===== config.mk =====
export PLATFORM = sky130hd
export DESIGN_NAME = button_step_gen_flat
export DESIGN_NICKNAME = d
export VERILOG_FILES = /design/src/rtl/button_step_gen_if.sv /design/src/rtl/button_step_gen.sv /design/src/flat_wrapper.sv
export SDC_FILE = /design/constraint.sdc
export NUM_CORES = 1
export LEC_CHECK = 0
export BUFFER_PORTS_ARGS = -buffer_cell sky130_fd_sc_hd__buf_2
export CAP_MARGIN = 20
export CORE_MARGIN = 4
export CORE_UTILIZATION = 59
export DETAILED_ROUTE_END_ITERATION = 7
export MAX_ROUTING_LAYER = met4
export PLACE_DENSITY = 0.82
export SLEW_MARGIN = 40
export SYNTH_ARGS = -nofsm -noshare
export SYNTH_HDL_FRONTEND = slang
export SYNTH_SLANG_ARGS = --single-unit

===== constraint.sdc =====
create_clock -name clk -period 2.2 [get_ports clk]
set_input_delay 0.11 -clock clk [delete_from_list [all_inputs] [get_ports clk]]
set_output_delay 0.11 -clock clk [all_outputs]
set_load 0.005 [all_outputs]

===== src/rtl/button_step_gen_if.sv =====
// Button pins in, step commands out: the link between the board buttons and the
// time counters.
interface button_step_gen_if;
    logic btn_up;
    logic btn_down;
    logic btn_load;
    logic up;
    logic down;
    logic load;
    logic repeating;

    // Board side drives raw buttons and consumes the command pulses.
    modport master (
        output btn_up,
        output btn_down,
        output btn_load,
        input  up,
        input  down,
        input  load,
        input  repeating
    );

    modport slave (
        input  btn_up,
        input  btn_down,
        input  btn_load,
        output up,
        output down,
        output load,
        output repeating
    );
endinterface


===== src/rtl/button_step_gen.sv =====
// Alarm-clock push-button front end: synchronize and debounce each button, then turn
// presses into single-cycle up/down/load commands with hold-to-repeat on up/down.
module button_step_gen #(
    parameter int unsigned DB_CYCLES     = 4,
    parameter int unsigned HOLD_CYCLES   = 10,
    parameter int unsigned REPEAT_CYCLES = 3
) (
    input  logic             clk,
    input  logic             reset,
    button_step_gen_if.slave bus
);

    localparam int unsigned NumBtn   = 3;
    localparam int unsigned BtnUp    = 0;
    localparam int unsigned BtnDown  = 1;
    localparam int unsigned BtnLoad  = 2;
    localparam int unsigned CntW     = $clog2(DB_CYCLES + 1);
    localparam int unsigned TimerMax = (HOLD_CYCLES > REPEAT_CYCLES) ? HOLD_CYCLES
                                                                     : REPEAT_CYCLES;
    localparam int unsigned TimerW   = $clog2(TimerMax + 1);

    typedef enum logic [1:0] {StIdle, StHoldUp, StHoldDown, StLock} state_e;

    logic [NumBtn-1:0] raw;
    logic [NumBtn-1:0] sync1_d, sync1_q;
    logic [NumBtn-1:0] sync2_d, sync2_q;
    logic [NumBtn-1:0] db_d, db_q;
    logic [NumBtn-1:0] db_prev_d, db_prev_q;
    logic [CntW-1:0]   cnt_d [NumBtn];
    logic [CntW-1:0]   cnt_q [NumBtn];
    logic [NumBtn-1:0] rise;

    state_e            state_d, state_q;
    logic [TimerW-1:0] timer_d, timer_q;
    logic              up_d, up_q;
    logic              down_d, down_q;
    logic              load_d, load_q;
    logic              repeating_d, repeating_q;

    assign raw       = {bus.btn_load, bus.btn_down, bus.btn_up};
    assign sync1_d   = raw;
    assign sync2_d   = sync1_q;
    assign db_prev_d = db_q;

    // A level change is accepted on the DB_CYCLES-th consecutive differing sample.
    always_comb begin
        db_d = db_q;
        for (int i = 0; i < NumBtn; i++) begin
            cnt_d[i] = '0;
            if (sync2_q[i] != db_q[i]) begin
                if (cnt_q[i] == CntW'(DB_CYCLES - 1)) begin
                    db_d[i] = sync2_q[i];
                end else begin
                    cnt_d[i] = cnt_q[i] + CntW'(1);
                end
            end
        end
    end

    // A rise still counts only if the level is not being released in the same cycle.
    assign rise = db_q & ~db_prev_q & db_d;

    always_comb begin
        state_d     = state_q;
        timer_d     = timer_q;
        up_d        = 1'b0;
        down_d      = 1'b0;
        load_d      = 1'b0;
        repeating_d = repeating_q;

        unique case (state_q)
            StIdle: begin
                repeating_d = 1'b0;
                if (db_q[BtnUp] && db_q[BtnDown]) begin
                    state_d = StLock;
                end else if (rise[BtnUp]) begin
                    up_d    = 1'b1;
                    state_d = StHoldUp;
                    timer_d = TimerW'(HOLD_CYCLES);
                end else if (rise[BtnDown]) begin
                    down_d  = 1'b1;
                    state_d = StHoldDown;
                    timer_d = TimerW'(HOLD_CYCLES);
                end
            end
            StHoldUp: begin
                if (!db_d[BtnUp]) begin
                    state_d     = StIdle;
                    repeating_d = 1'b0;
                end else if (db_q[BtnDown]) begin
                    state_d     = StLock;
                    repeating_d = 1'b0;
                end else if (timer_q == TimerW'(1)) begin
                    up_d        = 1'b1;
                    timer_d     = TimerW'(REPEAT_CYCLES);
                    repeating_d = 1'b1;
                end else if (timer_q != '0) begin
                    timer_d = timer_q - TimerW'(1);
                end
            end
            StHoldDown: begin
                if (!db_d[BtnDown]) begin
                    state_d     = StIdle;
                    repeating_d = 1'b0;
                end else if (db_q[BtnUp]) begin
                    state_d     = StLock;
                    repeating_d = 1'b0;
                end else if (timer_q == TimerW'(1)) begin
                    down_d      = 1'b1;
                    timer_d     = TimerW'(REPEAT_CYCLES);
                    repeating_d = 1'b1;
                end else if (timer_q != '0) begin
                    timer_d = timer_q - TimerW'(1);
                end
            end
            StLock: begin
                repeating_d = 1'b0;
                if (!db_q[BtnUp] && !db_q[BtnDown]) begin
                    state_d = StIdle;
                end
            end
        endcase

        // Load overrides everything; a still-held direction must be re-pressed.
        if (rise[BtnLoad]) begin
            load_d      = 1'b1;
            up_d        = 1'b0;
            down_d      = 1'b0;
            repeating_d = 1'b0;
            state_d     = (db_q[BtnUp] || db_q[BtnDown]) ? StLock : StIdle;
        end
    end

    always_ff @(posedge clk or negedge reset) begin
        if (!reset) begin
            sync1_q     <= '0;
            sync2_q     <= '0;
            db_q        <= '0;
            db_prev_q   <= '0;
            for (int i = 0; i < NumBtn; i++) begin
                cnt_q[i] <= '0;
            end
            state_q     <= StIdle;
            timer_q     <= '0;
            up_q        <= 1'b0;
            down_q      <= 1'b0;
            load_q      <= 1'b0;
            repeating_q <= 1'b0;
        end else begin
            sync1_q     <= sync1_d;
            sync2_q     <= sync2_d;
            db_q        <= db_d;
            db_prev_q   <= db_prev_d;
            for (int i = 0; i < NumBtn; i++) begin
                cnt_q[i] <= cnt_d[i];
            end
            state_q     <= state_d;
            timer_q     <= timer_d;
            up_q        <= up_d;
            down_q      <= down_d;
            load_q      <= load_d;
            repeating_q <= repeating_d;
        end
    end

    assign bus.up        = up_q;
    assign bus.down      = down_q;
    assign bus.load      = load_q;
    assign bus.repeating = repeating_q;

    cmd_onehot_a: assert property (@(posedge clk) disable iff (!reset)
        $onehot0({up_q, down_q, load_q}));

endmodule


===== src/flat_wrapper.sv =====
// flat-port wrapper written by rule: the top's interface ports become plain ports
module button_step_gen_flat 
#(
    parameter int unsigned DB_CYCLES     = 4,
    parameter int unsigned HOLD_CYCLES   = 10,
    parameter int unsigned REPEAT_CYCLES = 3
)
  (clk, reset, bus_btn_up, bus_btn_down, bus_btn_load, bus_up, bus_down, bus_load, bus_repeating);
  button_step_gen_if bus_i ();
  input  logic clk;
  input  logic reset;
  input wire logic [$bits(bus_i.btn_up)-1:0] bus_btn_up;
  input wire logic [$bits(bus_i.btn_down)-1:0] bus_btn_down;
  input wire logic [$bits(bus_i.btn_load)-1:0] bus_btn_load;
  output wire logic [$bits(bus_i.up)-1:0] bus_up;
  output wire logic [$bits(bus_i.down)-1:0] bus_down;
  output wire logic [$bits(bus_i.load)-1:0] bus_load;
  output wire logic [$bits(bus_i.repeating)-1:0] bus_repeating;
  assign bus_i.btn_up = bus_btn_up;
  assign bus_i.btn_down = bus_btn_down;
  assign bus_i.btn_load = bus_btn_load;
  assign bus_up = bus_i.up;
  assign bus_down = bus_i.down;
  assign bus_load = bus_i.load;
  assign bus_repeating = bus_i.repeating;
  button_step_gen #(.DB_CYCLES(DB_CYCLES), .HOLD_CYCLES(HOLD_CYCLES), .REPEAT_CYCLES(REPEAT_CYCLES)) u_core (.clk(clk), .reset(reset), .bus(bus_i));
endmodule

# Word-level counts from Yosys, hierarchy flattened
# Index checks and enable logic that the tools add are counted.
# Widths: inputs -> output; s select.
# totals
regBits,31
input_bits,5
output_inout_bits,4
word_cells,106
# op_classes
add_sub_neg,4
eq_ne,20
n_mux,55
n_bitwise,3
reduce_logical,11
# op_table
operator,count
$mux 4,9
$mux 1,25
$mux 2,10
$mux 3,6
$pmux 4 s3,1
$add 3x1->3 const B,3
$eq 3x2->1 const B,3
$ne 4x4->1 const B,2
$pmux 2 s4,1
$reduce_and 7->1,1
$and 3x3->3,2
$ne 2x2->1 const B,3
$ne 3x1->1 const B,2
$ne 5x1->1 const B,1
$eq 2x2->1 const B,2
$eq 4x1->1 const B,1
$ne 2x1->1 const B,2
$pmux 1 s2,2
$reduce_and 4->1,1
$reduce_bool 4->1,1
$sub 4x1->4 const B,1
$ne 1x1->1,3
$not 3->3,1
$pmux 1 s3,1
other kinds (7),9

# Longest topological paths before layout
# depth
word_depth,9
mapped_depth,7
ltp_nobuf,7

# Worst setup path before layout
# OpenSTA, ideal clock, no wires.
# synth_path
path_kind,register to register
from,register u_core.cnt_q[6] (netlist name)
to,register u_core.timer_q[1]
setup_time_ns,0.125
arrival_ns,1.820
required_time_ns,2.075
path_slack_ns,0.255
stages_incl_launch_ff,8
path_cell_list,dfrtp_1 -> ha_1 -> nor2b_2 -> buf_4 -> a211oi_2 -> o221ai_1 -> nor2_2 -> mux2_2
# synth_between
elab_chain_len,7
elab_cells_between_ends,10
# synth_rtl
item,line_no,rtl
start: declaration,button_step_gen.sv:30,logic [CntW-1:0] cnt_q [NumBtn];
start signal: indexed assignment,button_step_gen.sv:155,cnt_q[i] <= cnt_d[i];
$eq 3x2->1 *,button_step_gen.sv:51,if (cnt_q[i] == CntW'(DB_CYCLES - 1)) begin
$mux 1 *,button_step_gen.sv:51,
$mux 1 *,button_step_gen.sv:50,if (sync2_q[i] != db_q[i]) begin
$and 3x3->3,button_step_gen.sv:61,assign rise = db_q & ~db_prev_q & db_d;
$mux 4,button_step_gen.sv:76,end else if (rise[BtnUp]) begin
$mux 4,button_step_gen.sv:74,if (db_q[BtnUp] && db_q[BtnDown]) begin
$pmux 4 s3,button_step_gen.sv:71,unique case (state_q)
end signal: assignment,button_step_gen.sv:158,timer_q <= timer_d;
end: declaration,button_step_gen.sv:34,"logic [TimerW-1:0] timer_d, timer_q;"
# Every way passes the cells marked *; elsewhere a longest branch is shown, timed or not. The select of a mux whose other input is x is not followed.
# A chain may end at the register's enable or synchronous reset.

# Final worst setup path
# Same ends and word-level chain as after synthesis.

==> results.json <==
{
  "outcome": "finished clean",
  "cts_tree": "done",
  "fin_crit_ps": 2140,
  "max_freq_mhz": 468,
  "drt_iter0_drc": 32,
  "pwr_density_cell_mw_per_mm2": 1350,
  "tightest_slew_ps": 661,
  "cap_violations": 0,
  "tns_ps": 0,
  "hp-class": "input port to asynchronous set/reset pin",
  "gr-usage-met1_pct": 25.9,
  "synth_edf_count": 0,
  "grt_use_total_pct": 20.6,
  "path_max_fanout": 6,
  "start_util_pct": 62.0,
  "area_growth_pct": 11.8,
  "cts_buffers": 5,
  "final_antenna_net_count": 0,
  "setup_viol": 0,
  "die-area_mm2": 0.00348,
  "slew_headroom_pct": 55.9,
  "slew_violations": 0,
  "die_x_um": 59.0,
  "synthTopCellsByArea": "dfrtp_1 51%, ha_1 11%, mux2i_1 3.3%",
  "wl_per_cell_um": 16.6,
  "synth_top_area_share_pct": 50.5,
  "crit_type": "flip-flop to flip-flop",
  "grt_max_degree": 32,
  "clk_pin_slew_ps": 90,
  "met2_usage_pct": 29.7,
  "finalWeightedCongestion": 0.925,
  "yosysSeqAreaShare_pct": 50.5,
  "post-route-drc-count": 0,
  "grt_first_pass_wirelength_mm": 4.94,
  "clock-sinks": 31,
  "max_stage_delay_ps": 400,
  "syn_nets": 144,
  "setup.worst_path.end_class": "flip-flop",
  "slowest_stage": "dfrtp_1",
  "final_util_pct": 69.3,
  "grt.busiest_layer": "met2",
  "grt_pass1_vias": 1054,
  "finalWorstSetupSlack_ps": 63.1,
  "clockBufferDepth": 2,
  "ios": 9,
  "worst-path-buf-inv": 0,
  "path_cells": "ha_1 -> nor2b_2 -> o31ai_1 -> o221ai_2 -> nor2_2 -> mux2_2",
  "cp_top_family": "compound AO/OA/AOI/OAI gates",
  "hold_violations": 0,
  "num_vias": 1055,
  "drive_gt1_share_pct": 20.4,
  "ys_types": 42,
  "critical_path_arrival_ps": 2350,
  "avgViaCountPerCell": 5.96,
  "crit_path_start_kind": "flip-flop",
  "cts_root_buf": "clkbuf_4",
  "clock_skew_ps": 10.8,
  "gr-usage-met3_pct": 7.19,
  "async_reset_ff_share_pct": 100,
  "avgSynthCellArea_um2": 12.2,
  "nets": 164,
  "reg2reg_depth": 6,
  "drt_wl_total_mm": 2.94,
  "dp_slack_ps": 98.2,
  "die_h_um": 59.0,
  "yosysTopAreaCell": "dfrtp_1",
  "synth_seq_cells": 31,
  "syn_inst": 126,
  "antenna_cells": 0,
  "htreeDepth": 2,
  "netlist_area_mm2": 0.00154,
  "ir_drop_mv": 0.881,
  "power_mw": 2.31,
  "grt-ovfl-total": 0,
  "dominantRegCellSynth": "dfrtp_1",
  "antenna_found_initial": 0,
  "p_leak_nw": 0.805,
  "core_mm2": 0.00248,
  "post-route-period-util_pct": 97.1,
  "hpwl_mm": 2.04,
  "required_ps": 2410,
  "yosys_warnings": 0,
  "path_depth": 6,
  "portBuffers": 8,
  "rows": 18,
  "dr.pass1.iters": 4,
  "clk_latency_ps": 330
}
[layer usage]
metal  part of all wire, %  wire, µm  up-vias
li1                      -         -      487
met1                    42      1230      526
met2                    49      1430       32
met3                   6.9       204       10
met4                   2.7        80        0
met5                     0         0        -
[cells in the mapped netlist, types with 2 or more instances]
master and count:
a21oi_1 3, a221oi_1 2, and3_4 2, buf_4 2
dfrtp_1 31, ha_1 13, inv_1 9, mux2_2 2
mux2i_1 5, nand2_1 2, nor2_1 6, nor2b_1 4
nor3_1 4, nor3b_1 5, o21ai_0 3, o31a_1 3
o31ai_1 3, xnor2_1 3
[sequential cells by signal, summed over array words and instances (netlist names)]
signal                count
u_core.bus.repeating      1
u_core.cnt_q              9
u_core.sync2_q            3
u_core.sync1_q            3
u_core.bus.up             1
u_core.timer_q            4
u_core.state_q            2
u_core.bus.down           1
u_core.bus.load           1
u_core.db_prev_d          3
u_core.db_prev_q          3
[worst register-to-register path, delay by kind of cell (launching register included)]
family                     cells  cell delay, ps
muxes                          1             360
and+or+nand+nor                2             400
AOI/OAI and AO/OA              2             610
DFF                            1             400
adders and majority gates      1             240
[layout by cell type, fill, tap and decap left out, types with 3 or more instances in the layout]
master         netlist  routed
inv_1                9       9
nor2b_1              4       4
dlygate4sd3_1        0       4
buf_2                0       8
a21oi_1              3       3
mux2i_1              5       5
o21ai_0              3       3
xnor2_1              3       3
o31ai_1              3       3
clkbuf_4             0       5
dfrtp_1             31      31
buf_4                2       3
nor3_1               4       4
nor2_1               6       6
nor3b_1              5       5
o31a_1               3       3
ha_1                13      13
[path summary, 6_finish.rpt]
check	start	end	slack (ps)
min in group clk	u_core.sync1_q[0]	u_core.sync2_q[0]	360
worst max register to register	u_core.cnt_q[6]	u_core.timer_q[1]	60
worst min register to register	u_core.sync1_q[0]	u_core.sync2_q[0]	360
worst max-delay path	u_core.cnt_q[6]	u_core.timer_q[1]	60
worst min-delay path	reset	u_core.cnt_q[7]	340
max in group asynchronous	reset	u_core.timer_q[0]	1430
[power breakdown]
part           internal (mW)  switching [mW]
Sequential             0.745           0.144
Combinational          0.516           0.599
Clock                  0.124           0.182
[logic make-up after synthesis]
group                    share of synthesized area, %
buffers and inverters                            3.42
flip-flops                                       50.5
AO/OA/AOI/OAI                                    12.6
AND/OR/NAND/NOR                                  15.4
XOR/XNOR                                         1.71
multiplexers                                     5.70
adder cells (fa/ha/maj)                          10.6
[metrics by stage]
step / cells / hold WS [ps] / cell area (µm²)
6_report: 177 / 335 / 1720
5_1_grt: 177 / 368 / 1720
4_1_cts: 177 / 346 / 1710
3_5_place_dp: 165 / 177 / 1620
3_3_place_gp: 165 / 159 / 1620
2_1_floorplan: 126 / -186 / 1540
[timing repair]
action                     4_1_cts  5_1_grt
hold endpoints to repair        34        0
buffers inserted                 0        0
hold buffers                     4        0
resized for setup                0        1
setup endpoints to repair        0        1
[final cells by class]
class,instances,area [µm²]
flip-flops and latches,31,776
fillers,177,761
multi-input cells,83,713
repair buffers,15,103
clock buffers,7,45.0
inverters,10,37.5
well taps,30,37.5
clock inverters,1,5.00
(Power assumes the default switching activity.)
